**config.mk**
```make
export PLATFORM = sky130hd
export DESIGN_NAME = i_delay_obuf
export DESIGN_NICKNAME = d
export VERILOG_FILES = /design/src/rtl/i_delay_obuf.sv
export SDC_FILE = /design/constraint.sdc
export NUM_CORES = 1
export LEC_CHECK = 0
export CAP_MARGIN = 30
export CORE_MARGIN = 3
export CORE_UTILIZATION = 50
export CTS_CLUSTER_SIZE = 16
export DETAILED_ROUTE_END_ITERATION = 16
export PLACE_DENSITY_LB_ADDON = 0.15
export RECOVER_POWER = 25
export SKIP_CTS_REPAIR_TIMING = 1
export SYNTH_ARGS = -nofsm -noshare
export SYNTH_HDL_FRONTEND = slang
export SYNTH_SLANG_ARGS = --single-unit
```
**constraint.sdc**
```tcl
create_clock -name clk_i -period 10.2 [get_ports clk_i]
set_clock_uncertainty 0.05 [all_clocks]
set_input_delay 1.53 -clock clk_i [delete_from_list [all_inputs] [get_ports clk_i]]
set_output_delay 1.53 -clock clk_i [all_outputs]
set_load 0.02 [all_outputs]
```
**src/rtl/i_delay_obuf.sv**
```systemverilog
// Programmable input-delay element with inverting output buffer.
// A 6-bit tap selects how far down a shift line the registered output is taken.
module i_delay_obuf #(
  parameter int unsigned DELAY     = 63,
  parameter int unsigned FIXED_DLY = 2
) (
  input  logic       clk_i,
  input  logic       rst_ni,
  input  logic       data_i,
  input  logic       dly_incdec,
  input  logic       dly_ld,
  input  logic       dly_adj,
  output logic       data_o,
  output logic [5:0] dly_tap_val
);

  localparam int unsigned LEN = FIXED_DLY + 64;
  localparam int unsigned IW  = $clog2(LEN);

  logic [5:0]     tap;
  logic [5:0]     tap_nxt;
  logic           adj_q;
  logic           adj_evt;
  logic [LEN-1:0] line;
  logic [IW-1:0]  sel;
  logic           data_q;

  assign adj_evt = ~dly_adj & adj_q;

  // Load has priority over a step; steps saturate at both ends.
  always_comb begin
    tap_nxt = tap;
    if (!dly_ld) begin
      tap_nxt = 6'(DELAY);
    end else if (adj_evt) begin
      if (dly_incdec) begin
        if (tap != 6'd63) tap_nxt = tap + 6'd1;
      end else begin
        if (tap != 6'd0) tap_nxt = tap - 6'd1;
      end
    end
  end

  // Smaller tap reaches further down the line, i.e. longer latency.
  assign sel = IW'(FIXED_DLY - 1) + IW'(6'd63 - tap);

  always_ff @(posedge clk_i or negedge rst_ni) begin
    if (!rst_ni) begin
      tap    <= 6'(DELAY);
      adj_q  <= 1'b1;
      line   <= '0;
      data_q <= 1'b0;
    end else begin
      tap    <= tap_nxt;
      adj_q  <= dly_adj;
      line   <= {line[LEN-2:0], ~data_i};
      data_q <= line[sel];
    end
  end

  assign data_o      = data_q;
  assign dly_tap_val = tap;

endmodule

```
# Yosys cells after proc, flatten, opt, wreduce, memory -nomap -nowiden
# Index checks and enable logic that the tools add are counted.
[op_classes] mux=7 n_eq_ne=4 n_reduce_logical=2 order_cmp=1 n_addsub=4 bitwise_logic=3
[op_table] op="$mux W6" n=5
[op_table] op="$lt A7 B8 Y1 const B" n=1
[op_table] op="$add A1 B7 Y7 const A" n=1
[op_table] op="$bmux W1 S7" n=1
[op_table] op="$sub A6 B6 Y7 const A" n=1
[op_table] op="$add A6 B1 Y6 const B" n=1
[op_table] op="$ne A3 B2 Y1 const B" n=2
[op_table] op="$ne A6 B6 Y1 const B" n=1
[op_table] op="$reduce_bool A6 Y1" n=1
[op_table] op="$sub A6 B1 Y6 const B" n=1
[op_table] op="$reduce_and A3 Y1" n=1
[op_table] op="$ne A2 B1 Y1 const B" n=1
[op_table] op="$not A1 Y1" n=2
[op_table] op="$and A1 B1 Y1" n=1
[op_table] op="$mux W1" n=1
[totals] regBits=74 input_bits=6 elab_cells=25 output_inout_bits=7

# Logic depth before layout (Yosys ltp)
# Gate-level depths: netlist of run 1.
[depth] depth_word=5 ltp_mapped=11 depth_no_buf=8

# Worst setup path after synthesis of run 1
# No wires, ideal clock.
[synth_timing] path_kind="register -> register" from="register tap[0] (netlist: dly_tap_val[0])" to="register data_q (netlist: data_o)" n_path_buf=4 path_slack_ps=6837 arrival_ps=3201 path_stages_with_launch=10 t_required_ps=10039 period_less_slack_ps=3363 setup_ps=111 path_cell_list="dfstp_2 buf_6 buf_2 inv_1 ha_1 bufbuf_16 and3b_2 dlygate4sd3_1 or4_1 a222oi_1"
[synth_between] elab_chain_len=4
[synth_rtl] element="from (decl)" line="20" source="logic [5:0] tap;"
[synth_rtl] element="from (signal assigned)" line="49" source="tap <= 6'(DELAY);"
[synth_rtl] element="from (signal assigned)" line="54" source="tap <= tap_nxt;"
[synth_rtl] element="$sub A6 B6 Y7" line="45" source="assign sel = IW'(FIXED_DLY - 1) + IW'(6'd63 - tap);"
[synth_rtl] element="$add A1 B7 Y7" line="45"
[synth_rtl] element="$bmux W1 S7" line="57" source="data_q <= line[sel];"
[synth_rtl] element="$mux W1 (implied by the code)" line="57"
[synth_rtl] element="to (signal assigned)" line="57"
[synth_rtl] element="to (decl)" line="26" source="logic data_q;"
# Every way passes these cells. The select of a mux whose other input is x is not followed.
# A chain may end at the register's enable or synchronous reset.

# Worst setup path in the final report of run 1
[layout_timing] from="register tap[0] (netlist: dly_tap_val[0])" to="output dly_tap_val[0]"
[layout_rtl] element="to (decl)" line="14" source="output logic [5:0] dly_tap_val"
# No word-level cell between the ends.

==> results of run 1 <==
[sequential cells by signal, indices dropped and copies added, names as in the netlist]
| register | count |
|---|---|
| line | 66 |
| dly_tap_val | 6 |
| adj_q | 1 |
| data_o | 1 |
[report_power, final]
group / switching [mW] / total [mW] / internal [mW] / leakage, nW
Sequential: 0.0159 / 0.325 / 0.309 / 0.892
Combinational: 0.0375 / 0.0811 / 0.0436 / 0.443
Clock: 0.0991 / 0.227 / 0.127 / 0.100
Total: 0.152 / 0.633 / 0.480 / 1.43
[layout by cell type (no fill, tap or decap), types with 2 or more instances in the layout]
cell	instances
a21oi_1	4
mux4_1	5
and3_2	2
o211ai_1	2
nor2_1	5
dfstp_2	7
nand2_1	15
nand3_1	2
xnor2_1	6
clkbuf_1	2
xor2_1	2
ha_1	6
mux2_2	4
nor3_1	2
mux4_2	11
o21ai_0	4
dfrtp_1	67
clkdlybuf4s50_1	11
mux2_1	2
inv_1	5
clkbuf_8	11
[worst max path at each step]
stage,slack (ns),start,to,cells past startpoint
after floorplan,6.84,dly_tap_val[0]$_DFFE_PN1P_,data_o$_DFF_PN0_,9
after global placement,6.63,dly_incdec,dly_tap_val[5]$_DFFE_PN1P_,9
after detailed placement,6.50,dly_incdec,dly_tap_val[5]$_DFFE_PN1P_,9
after CTS,6.48,dly_tap_val[0]$_DFFE_PN1P_,dly_tap_val[0],1
after global routing,6.42,dly_tap_val[0]$_DFFE_PN1P_,dly_tap_val[0],1
final,6.54,dly_tap_val[0]$_DFFE_PN1P_,dly_tap_val[0],1
[stage by stage]
step,cell area [sq um],hold slack (ns)
after global routing,3253,0.3315
final,3253,0.3158
after CTS,3253,0.3166
after global placement,3048,0.2975
after detailed placement,3048,0.3002
after floorplan,2937,0.2959
[kinds of logic after synthesis]
group                    after synthesis  synth area share
flip-flops                            74            0.6336
AND/OR/NAND/NOR                       34           0.06008
multiplexers                          23            0.1555
AO/OA/AOI/OAI                         22           0.05369
buffers and inverters                 13           0.04090
XOR/XNOR                               8           0.02386
adder cells (fa/ha/maj)                7           0.03238
[metal layers]
layer / vias up / track usage / wire [um]
met1: 808 / 0.2191 / 2181
met2: 29 / 0.2356 / 2211
met3: 8 / 0.05098 / 184
met5: - / 0 / 0
met4: 0 / 0.07516 / 90
li1: 690 / - / -
[layout make-up]
cell class / count / area share
Clock buffer: 13 / 0.04885
Timing Repair Buffer: 13 / 0.03769
Multi-Input combinational cell: 94 / 0.2938
Inverter: 5 / 0.005769
Clock inverter: 3 / 0.01423
Tap cell: 72 / 0.02769
Sequential cell: 74 / 0.5719
==> results by stage, run 1 <==
Critical path:
- Along the worst path, the maximum fanout reaches 25.
- Counting cells, the worst reg-to-reg path comes to 7.
- The startpoint of the most critical register-to-register path is dly_tap_val[0]$_DFFE_PN1P_.
- The critical setup path kind is register to output pin.
- The cell with the largest stage delay on the worst path is dfstp_2.
- The largest single stage delay on the critical path is 1.00 ns.
- At the worst endpoint, the required time is 8.62 ns.
- The terminus of the critical flop-to-flop path is data_o$_DFF_PN0_.
- Together, buffers and inverters on the worst path number 1.
- The setup slack of the worst register-to-register path is 6.74 ns.
- Data arrives at the worst endpoint at 2.08 ns.
- Among cell families on the critical path, the largest total delay comes from flip-flops.
- The element type at the critical path start is a register.
- The sort of element at the end of the critical path is an output pin.
- Walking the worst path, the cells encountered are clkdlybuf4s50_1.

CTS:
- The clock slew seen by the registers of the worst setup and hold paths is 0.07 ns.
- The CTS tree is yes.
- The H-tree was split into 3 levels.
- The clock root buffer is clkbuf_8.
- Counting the buffers created by CTS gives 9.
- At the later pin of the worst-skew pair, clock insertion delay measures roughly 0.33 ns.
- CTS saw 74 sinks.
- The maximum clock insertion buffer count is 2.

Final layout:
- The sequential cell area in the final layout is ~1900 sq um.
- 0 antenna diodes ended up in the layout.
- The area growth from synthesis to layout is 10.78%.
- The final core area utilization is 0.5801.
- After filler insertion, the fill cell instance count of the layout stands at 438.
- Of the cells placed in the final design, the portion with a size suffix greater than 1 is 0.2228.
- The finished layout holds 274 standard cells, fillers aside.
- The net count of the finished layout is 210.
- The area of the multi-input gates is 955.9 sq um.

Global routing:
- Entering global routing, the biggest net connects 75 pins.
- The global-route total usage across every layer is 0.1607.
- The number of antenna violations at the first check in global routing is 0.
- The number of global-route vias before repair is 1651.
- After global routing the overflow that remains totals 0.
- The first global-routing pass estimated just under 8000 um of wire.

Job:
- The number of maximum-capacitance constraint violations is 0.

Timing:
- In the finished design, the share of the clock period the worst path needs comes to 0.3586.
- The post-layout worst setup margin is 6.542 ns.
- The worst slew margin relative to its limit is 0.4175.
- The final sum of negative setup slack is 0 ns.
- Based on the critical path, the design can be clocked at up to 273.4 MHz.
- The worst path in the final design needs a cycle of ~3.7 ns, including I/O delays and setup.
- The max-slew violation count is 0.
- The final hold violation count came to 0.
- The measured slew at the worst slew-check pin is a little under 0.9 ns.
- The total of endpoints with negative setup slack in the final report is 0.
- Setup repair after global routing left no endpoint under its margin.

Drt:
- The pre-antenna-repair detailed-routing pass consisted of 4 iterations.
- After detailed routing, the average wire length per cell comes to about 17 um.
- The average via count per standard cell is 5.602.
- The violation count after the first detailed-routing iteration is 41.
- The via count is between 1500 and 2000.
- Summed over all layers, the routed wires come to 4668 um.
- After detailed routing, the number of remaining DRC violations is 0.
- The detail route stage leaves a number of antenna-violating nets equal to 0.

Yosys:
- For this run, the register share of the synthesized area comes to 0.6336.
- The number of flops mapped to enable cells by yosys is 0.
- Sorting the synthesized cells by area gives the leading types as dfrtp_1 57%, mux4_2 8.4%, dfstp_2 6.3%.
- The area share of the leading cell type in the synthesized netlist is 0.5709.
- The mean cell area of the mapped netlist is 16.22 sq um.
- By instance count, the leading cell after synthesis is dfrtp_1.
- The number of library cell types mapped by synthesis is 46.
- The fraction of registers with async set or reset after synthesis is 1.000.
- For this run, the leading register cell type out of synthesis is dfrtp_1.
- The net count after synthesis is 194.
- The flop and latch count out of synthesis is 74.
- The synthesized instance count is 181.
- The commonest cells after synthesis are 67 x dfrtp_1, 15 x nand2_1, 11 x mux4_2.
- The number of warnings issued by yosys is 0.
- dfrtp_1 takes more of the synthesized area than any other cell.
- The post-synthesis instance area is 2937 sq um.

Floorplan:
- The initialized floorplan defines 27 standard-cell rows.
- The floorplan step set the die width to 82.64 um.
- 13 I/O pins were placed.
- The standard cell core area is 5608 sq um.
- The total die area is 6829 sq um.
- The initial utilization of the core area, before any placement, comes to 0.5237.
- The die span in y is 82.64 um.

Min path:
- The classification of the worst-slack hold path is register to register.
- The worst hold path begins at line[41]$_DFF_PN0_.
- The worst hold path was traced through 0 stages.
- For hold timing, the worst endpoint is line[42]$_DFF_PN0_.

Power:
- Dividing total power by cell area gives a power density of slightly below 200 nW/um^2.
- The maximum resistive drop on vdd is 0.1087 mV.
- The leakage power total is 1.435 nW.
- Total power for the finished layout comes to 632.7 uW.

Placement:
- During placement, the flow inserted port buffers numbering 12.
- The number of placed cells counting well taps is 258.
- Once detailed placement completed, the half-perimeter wirelength came to roughly 3000 um.
- The pre-CTS worst setup slack is 6.499 ns.
- At the end of routability-driven placement, the weighted congestion stood at 0.7370.

Run status:
- The flow ran to the end, and the final reports show no timing, DRC or antenna violations.
(Power assumes the default switching activity.)
==> run 2, diff against run 1 <==
Clock period 10.2 ns to 3.1 ns, I/O delays scaled along.
==> run 2 against run 1 <==
Routed wire length increased by 3.7%. Largest power group unchanged. Sequential power increased to 3.2 times the previous value. Via count decreased by 0.78%.
==> results by stage, run 2 (same netlist as run 1, synthesis figures left out) <==
CTS:
- The number of buffers created by CTS came to 9 (unchanged).
- The count of clock tree sinks was 74 (unchanged).
- The clock slew seen by the registers of the worst setup and hold paths is 0.07 ns (about the same).
- The later-pin clock latency in the skew report is 0.34 ns (about the same).
- TritonCTS built the clock tree.
- The maximum clock insertion buffer count is 2 (unchanged).
- In this run the clock root is driven by a clkbuf_8.
- The number of levels the H-tree was split into is 3 (unchanged).

Min path:
- The classification of the worst-slack hold path is input pin to asynchronous set/reset pin.

Floorplan:
- The width of the chip is 82.64 um (unchanged).
- The top-level port count was 13 (unchanged).
- The effective utilization at floorplan came to 0.5237 (unchanged).
- The number of cell rows came to 27 (unchanged).
- The total die area is 6829 sq um (unchanged).
- The standard cell core area is 5608 sq um (unchanged).
- The die span in y is 82.64 um (unchanged).

Timing:
- The max-slew violation count is 0 (unchanged).
- Of the available clock period, the critical path in the final layout requires 0.8814.
- The final hold violation count is 0 (unchanged).
- Setup repair after global routing left no endpoint under its margin.
- The minimum hold slack is 0.2189 ns (-0.09684 ns).
- The total of endpoints with negative setup slack in the final report is 0 (unchanged).
- The worst slew margin relative to its limit is 0.3225 (-0.09492).
- The maximum clock frequency is 366.0 MHz.
- The final sum of negative setup slack came to 0 ns (unchanged).
- The measured slew at the worst slew-check pin is 1.016 ns (+0.1424 ns).
- The clock period minus worst slack is 2.732 ns.

Critical path:
- The sort of element at the end of the critical path is a register.
- The maximum single-stage delay on the critical path is 0.60 ns (-0.40 ns).
- On the critical path the largest part of the delay comes from flip-flops.
- The number of buffer and inverter instances along the worst setup path is 2 (+1).
- The element type at the critical path start is a register.
- The critical path required time is 3.29 ns (-5.33 ns).
- Traced cell by cell, the critical path runs through inv_1 > ha_1 > buf_4 > mux4_2 > a211oi_1 > or4_1 > a222oi_1.
- The largest fanout on the critical path came to 10 (-60%).
- The critical path is of the register to register type.
- The largest individual stage delay along the critical path comes from the cell dfstp_2.
- The data arrival time of the critical path came to 2.92 ns (+0.84 ns).

Global routing:
- The total overflow reported by the global router came to 0 (unchanged).
- The maximum number of pins on one net before global-route repair is 32 (-57%).
- The global-route wire length before repair came to 8514 um (+7.8%).
- The number of global-route vias before repair was 1704 (+3.2%).
- The number of antenna violations at the first check in global routing is 0 (unchanged).
- The global-route total usage across every layer is 0.1747 (+0.01397).

Power:
- The power per cell area is 633.1 nW/um^2 (+230%).
- The leakage power total came to 1.459 nW (+1.7%).
- The maximum resistive drop on vdd is 0.3799 mV (+250%).

Final layout:
- The diode insertion count for antenna repair is 0 (unchanged).
- line holds more flip-flops than any other register.
- The share of final-layout standard cells stronger than drive strength 1 was 0.2415 (+0.01877).
- The fill cell instance count of the final layout is 441 (+0.68%).
- The final standard cell area without fillers came to 3279 sq um (+0.81%).
- The area growth from synthesis to layout is 11.67%.
- Leaving out fill and tap cells, the most frequent cell in the layout is dfrtp_1.
- The final core area utilization was 0.5848 (+0.004686).
- In the layout the commonest cells are 67 x dfrtp_1, 15 x nand2_1, 11 x mux4_2, 11 x clkdlybuf4s50_1, 10 x clkbuf_8.
- The number of nets in the finished design is 215 (+2.4%).
- The number of flip-flops in the largest register is 66 (unchanged).

Drt:
- The average via count per standard cell is 5.459 (-2.6%).
- The via count is 1523 (-0.78%).
- The wire length after detailed routing is 4843 um (+3.7%).
- The average routed wire per standard cell is 17.36 um (+1.9%).
- The antenna violation net count after detailed routing was 0 (unchanged).
- The violation count after the first detailed-routing iteration came to 110 (+170%).
- The number of remaining DRC errors was 0 (unchanged).
- The number of detailed-routing iterations run before antenna repair was 6 (+2).

Placement:
- The detailed placer's ending HPWL is 3305 um (+9.4%).
- The count of buffers inserted at the top-level ports was 12 (unchanged).
- The final RePlAce weighted congestion is 0.7927 (+7.6%).
- The post-detailed-placement cell area is 3085 sq um (+1.2%).

Run status:
- The run finished with clean final reports.

Job:
- The number of maximum-capacitance constraint violations is 0 (unchanged).
[run 2: changes by cell type in the layout (fill, tap and decap cells not counted)]
cell,change
clkinv_2,+3
clkinvlp_4,-1
clkinv_4,+1
buf_4,+5
clkbuf_8,-1
buf_2,-1
inv_6,-1
[run 2: layout make-up]
type / instances / area [sq um] / share of cell area
inverter: 5 / 18.77 / 0.005723
sequential: 74 / 1861 / 0.5673
multi-input combinational: 94 / 955.9 / 0.2915
clock buffer: 11 / 141.4 / 0.04311
tap: 72 / 90.09 / 0.02747
timing repair buffer: 18 / 158.9 / 0.04845
clock inverter: 5 / 53.80 / 0.01641
[run 2: worst reg2reg max path: stages (launching register included)]
cell	delay [ns]
dfstp_2	0.60
inv_1	0.09
ha_1	0.48
buf_4	0.26
mux4_2	0.20
a211oi_1	0.06
or4_1	0.53
a222oi_1	0.35
[run 2: power breakdown]
part	switching [mW]	internal (mW)	total (mW)
sequential	0.0358	1.02	1.05
clock	0.339	0.391	0.730
combinational	0.142	0.151	0.294
[run 2: per-stage QoR]
step / instances / power (mW) / setup WS (ns)
after floorplan: 181 / 1.279 / 0.0008251
after global placement: 263 / 1.356 / 0.4700
after detailed placement: 263 / 1.366 / 0.3790
after CTS: 279 / 2.109 / 0.3602
after global routing: 279 / 2.184 / 0.1794
final: 279 / 2.076 / 0.3678
[run 2: routing by layer]
metal | vias up | GRT usage | wire [um] | part of all wire
li1 | 704 | - | - | -
met1 | 785 | 0.2343 | 2318 | 0.48
met2 | 24 | 0.2644 | 2271 | 0.47
met3 | 10 | 0.06508 | 177 | 0.037
met4 | 0 | 0.05882 | 76 | 0.016
met5 | - | 0 | 0 | 0
[run 2: path summary, 6_finish.rpt]
check                                           start                 end  slack, ns  depth (start not counted)
min reg2reg                        line[14]$_DFF_PN0_  line[15]$_DFF_PN0_       0.32                          0
min in group clk_i                 line[14]$_DFF_PN0_  line[15]$_DFF_PN0_       0.32                          0
max reg2reg                dly_tap_val[1]$_DFFE_PN1P_    data_o$_DFF_PN0_       0.37                          7
min                                            rst_ni  line[13]$_DFF_PN0_       0.22                          1
max                        dly_tap_val[1]$_DFFE_PN1P_    data_o$_DFF_PN0_       0.37                          7
max in group asynchronous                      rst_ni  line[49]$_DFF_PN0_       1.84                          2
